### src/rtl/fetch_seq_pkg.sv
// Shared types for the fetch sequencer: FSM state encoding, jump opcodes
// and the jump-opcode classifier used by the fetch decision.
package fetch_seq_pkg;

    typedef enum logic [1:0] {
        S_FETCH     = 2'd0,
        S_FETCH_EXT = 2'd1,
        S_EXEC      = 2'd2,
        S_HALT      = 2'd3
    } state_t;

    localparam logic [3:0] OP_JC  = 4'b0100;
    localparam logic [3:0] OP_JNC = 4'b0101;
    localparam logic [3:0] OP_JZ  = 4'b0110;
    localparam logic [3:0] OP_JNZ = 4'b0111;
    localparam logic [3:0] OP_JMP = 4'b1000;

    // Jumps are the only two-byte instructions; they need the extra fetch.
    function automatic logic is_jump(input logic [3:0] op);
        return (op inside {OP_JC, OP_JNC, OP_JZ, OP_JNZ, OP_JMP});
    endfunction

endpackage

### src/rtl/fetch_sequencer_jump_cond.sv
// Jump condition evaluation: decides whether the latched jump opcode is
// taken given the current carry/zero flags. Non-jumps are never taken.
module jump_cond
    import fetch_seq_pkg::*;
(
    input  logic [3:0] instr,
    input  logic       c_flag,
    input  logic       z_flag,
    output logic       taken
);

    // Opcode-to-condition decode
    always_comb begin
        taken = 1'b0;
        case (instr)
            OP_JMP:  taken = 1'b1;
            OP_JC:   taken = c_flag;
            OP_JNC:  taken = ~c_flag;
            OP_JZ:   taken = z_flag;
            OP_JNZ:  taken = ~z_flag;
            default: taken = 1'b0;
        endcase
    end

endmodule

### src/rtl/fetch_sequencer.sv
// Instruction fetch / phase sequencer feeding decode. Latches opcode and
// operand, collects the second byte of jumps into jump_addr, and issues
// PC increment/load strobes. Strobes are decoded from registered state and
// are suppressed while stalled (enable = 0) or held in reset, so a stall
// never produces a double increment.
// Optional build macro FETCH_SEQ_SINGLE_STEP_EN adds a 'step' input that
// holds S_EXEC until step = 1.
module fetch_sequencer
    import fetch_seq_pkg::*;
#(
    parameter int         PC_W      = 12,
    parameter logic [7:0] HALT_BYTE = 8'hFF
) (
    input  logic            clock,
    input  logic            reset,
    input  logic            enable,
    input  logic [7:0]      program_byte,
    input  logic            c_flag,
    input  logic            z_flag,
`ifdef FETCH_SEQ_SINGLE_STEP_EN
    input  logic            step,
`endif
    output logic            phase,
    output logic [3:0]      instr,
    output logic [3:0]      oprnd,
    output logic [PC_W-1:0] jump_addr,
    output logic            inc_pc,
    output logic            load_pc,
    output logic            exec_valid,
    output logic            halted
);

    state_t state;
    logic   taken;
    logic   step_ok;
    logic   run;

`ifdef FETCH_SEQ_SINGLE_STEP_EN
    assign step_ok = step;
`else
    assign step_ok = 1'b1;
`endif

    jump_cond u_jump_cond (
        .instr  (instr),
        .c_flag (c_flag),
        .z_flag (z_flag),
        .taken  (taken)
    );

    // Fetch/execute FSM with the instruction and jump-target registers
    always_ff @(posedge clock) begin
        if (reset) begin
            state     <= S_FETCH;
            instr     <= 4'd0;
            oprnd     <= 4'd0;
            jump_addr <= '0;
        end else if (enable) begin
            case (state)
                S_FETCH: begin
                    instr <= program_byte[7:4];
                    oprnd <= program_byte[3:0];
                    // Halt takes priority so a HALT_BYTE override never
                    // gets mistaken for a jump.
                    if (program_byte == HALT_BYTE)
                        state <= S_HALT;
                    else if (is_jump(program_byte[7:4]))
                        state <= S_FETCH_EXT;
                    else
                        state <= S_EXEC;
                end
                S_FETCH_EXT: begin
                    jump_addr <= PC_W'({oprnd, program_byte});
                    state     <= S_EXEC;
                end
                S_EXEC: begin
                    if (step_ok)
                        state <= S_FETCH;
                end
                default: state <= S_HALT;
            endcase
        end
    end

    // Strobe decode; reset also masks them so nothing leaks out while held
    assign run        = enable & ~reset;
    assign inc_pc     = run & ((state == S_FETCH) | (state == S_FETCH_EXT));
    assign exec_valid = run & (state == S_EXEC) & step_ok;
    assign load_pc    = exec_valid & taken;
    assign phase      = (state == S_EXEC);
    assign halted     = (state == S_HALT);

endmodule

### config.mk
export PLATFORM = sky130hd
export DESIGN_NAME = fetch_sequencer
export DESIGN_NICKNAME = d
export VERILOG_FILES = /design/src/rtl/fetch_seq_pkg.sv /design/src/rtl/fetch_sequencer_jump_cond.sv /design/src/rtl/fetch_sequencer.sv
export SDC_FILE = /design/constraint.sdc
export NUM_CORES = 1
export LEC_CHECK = 0
export ABC_AREA = 1
export CORE_MARGIN = 3
export CORE_UTILIZATION = 40
export CTS_BUF_LIST = sky130_fd_sc_hd__clkbuf_4
export DETAILED_ROUTE_END_ITERATION = 8
export PLACE_DENSITY = 0.86
export SLEW_MARGIN = 5
export SYNTH_ARGS = -nofsm -noshare
export SYNTH_HDL_FRONTEND = slang
export SYNTH_SLANG_ARGS = --single-unit
### constraint.sdc
create_clock -name clock -period 1.2 [get_ports clock]
set_clock_uncertainty 0.05 [all_clocks]
set_input_delay 0.18 -clock clock [delete_from_list [all_inputs] [get_ports clock]]
set_output_delay 0.18 -clock clock [all_outputs]
set_load 0.02 [all_outputs]
==> results.cfg <==
[placed_design]
hpwl_mm = 1.90
dp_cells = 210
place_area_sq_um = 1500
place.gp.congestion = 0.823
numPortBuffers = 37
dp_slack_ns = -0.768

[global_route]
grt_overflow = 0
grt.total_usage_pct = 21.9
grt_max_degree = 22
grt_first_pass_wirelength_mm = 4.80
antenna_found_initial = 0
grt_pass1_vias = 1040

[timing]
fin_crit_sh_pct = 128
max_freq_mhz = 652
setup_violations = 25
finalWorstSetupSlack_ns = -0.335
min_period_ns = 1.53
slew_violations = 0
whs_ns = 0.450
worst_pin_slew_ns = 0.386
setup-tns-final_ns = -2.71
rsz0062_at_grt = yes
finalHoldViolations = 0
slew_headroom_pct = 74.2

[detailed_routing]
viasPerCell = 5.53
drtAntennaViolNets = 0
wirelength_mm = 4.11
vias = 1223
firstDrtPassIters = 4
drc = 0
drt-initial-drc-count = 16
wl_per_cell_microns = 18.6

[floorplanning]
die_w_microns = 54.9
floorplan.initialDensity_pct = 42.8
io_pins = 38
fp.coreArea_sq_um = 2230
rows = 17
die_y_microns = 54.9
die-area_sq_um = 3010

[status]
outcome = finished with violations
failed_checks = negative setup slack

[clock_tree]
cts_tree = done
insertion_delay_ns = 0.31
clk_pin_slew_ns = 0.14
cts-root-buf = clkbuf_4
clockBufferDepth = 2
cts.hold.buffers_added = 0
htreeDepth = 1
numCtsBuffers = 3
cts_sinks = 22

[logic_synthesis]
synth-seq-cells = 22
netlist.area_leader.share_pct = 46.1
syn_inst = 132
syn_area_sq_um = 956
syn_avg_cell_area_sq_um = 7.24
yosysTopAreaCell = dfxtp_1
syn-num-nets = 149
yosysUniqueCellTypes = 17
synth_warnings = 0
synthTopCellsByArea = dfxtp_1, nor2_1, o21ai_0
yosysSeqAreaShare_pct = 46.1

[critical_path]
crit_family = flip-flops
setup.worst_path.start_class = flip-flop
crit_buf_inv = 2
cp.required_ns = 0.97
slowest_stage = dfxtp_4
crit_chain = inv_4 > ha_4 > nand2_4 > a21oi_4 > buf_6
cp.arrival_ns = 1.30
crit_path_end_kind = output port
critical_path.max_stage_delay_ns = 0.40
path_class = reg2out
path_max_fanout = 3

[finish]
n_fill_cell = 110
area_growth_pct = 95.8
multi_input_area_sq_um = 681
fin_cells = 221
nNetsFinal = 211
ff_latch_area_sq_um = 460
layout-drive-gt1-share_pct = 59.1
fin_util_pct = 83.8
fin_area_sq_um = 1870
final_common_cell = nor2_1
num_antenna_cells = 0
mostFrequentLayoutCells = nor2_1, o21ai_2, buf_6

[power_and_ir_drop]
leakage_nw = 0.834
power_density_nw_per_um2 = 1160
ir_worst_vdd_mv = 0.863
finalPower_mw = 2.16

[run]
cap_violations = 0

[worst_hold_path]
hold_path_class = reg2reg
==> per-layer routing <==
layer | routed length [microns] | global-route usage [%] | vias to the layer above
li1 | - | - | 546
met1 | 1400 | 26.9 | 577
met2 | 2200 | 40.4 | 77
met3 | 248 | 3.00 | 23
met4 | 264 | 3.32 | 0
met5 | 0 | 0 | -
==> timing repair <==
action,in CTS,in global routing
pin swaps,5,15
gates cloned,1,2
endpoints found under the setup margin,46,41
buffers inserted,0,5
gates resized for setup,121,99
==> area by class of cell <==
type | count | share of cell area [%]
multi-input cells | 92 | 36.4
repair buffers | 61 | 29.7
flip-flops and latches | 22 | 24.6
inverters | 13 | 4.08
well taps | 28 | 1.87
clock inverters | 1 | 1.60
clock buffers | 3 | 1.20
repair inverters | 1 | 0.602
==> worst min-delay path, stage by stage, from the launching register on <==
cell and delay [ns]:
dfxtp_1 0.34, nor2_1 0.09, nor2_1 0.05
==> state kept, by name, indices dropped and copies added, names as in the netlist <==
register / count
jump_addr: 12
state: 2
instr: 4
oprnd: 4
==> Yosys cell counts (all sizes together) <==
cell     n
nor2    37
dfxtp   22
o21ai   22
inv     13
nand2   12
a21oi   11
ha       4
nand3    4
buf      3
clkbuf   2
nor3     1
o211ai   1
==> power breakdown <==
part / switching [mW] / internal [mW]
combinational: 0.397 / 0.337
clock: 0.243 / 0.338
sequential: 0.0575 / 0.792
total: 0.698 / 1.47
==> logic make-up after synthesis <==
family                     Yosys count  share of synthesized area [%]
and+or+nand+nor                     54                           22.1
DFF                                 22                           46.1
adders and majority gates            4                           5.24
AOI/OAI and AO/OA                   34                           18.1
buffers and inverters               18                           8.51
==> path summary, 6_finish.rpt <==
check        cells past startpoint          from            to  slack, ns
max                              5      state[1]        inc_pc      -0.33
min reg2reg                      2  jump_addr[9]  jump_addr[9]       0.45
max reg2reg                      7      state[1]  jump_addr[0]      -0.16
min                              2  jump_addr[9]  jump_addr[9]       0.45
No activity file was read; power rests on OpenSTA's default activity.
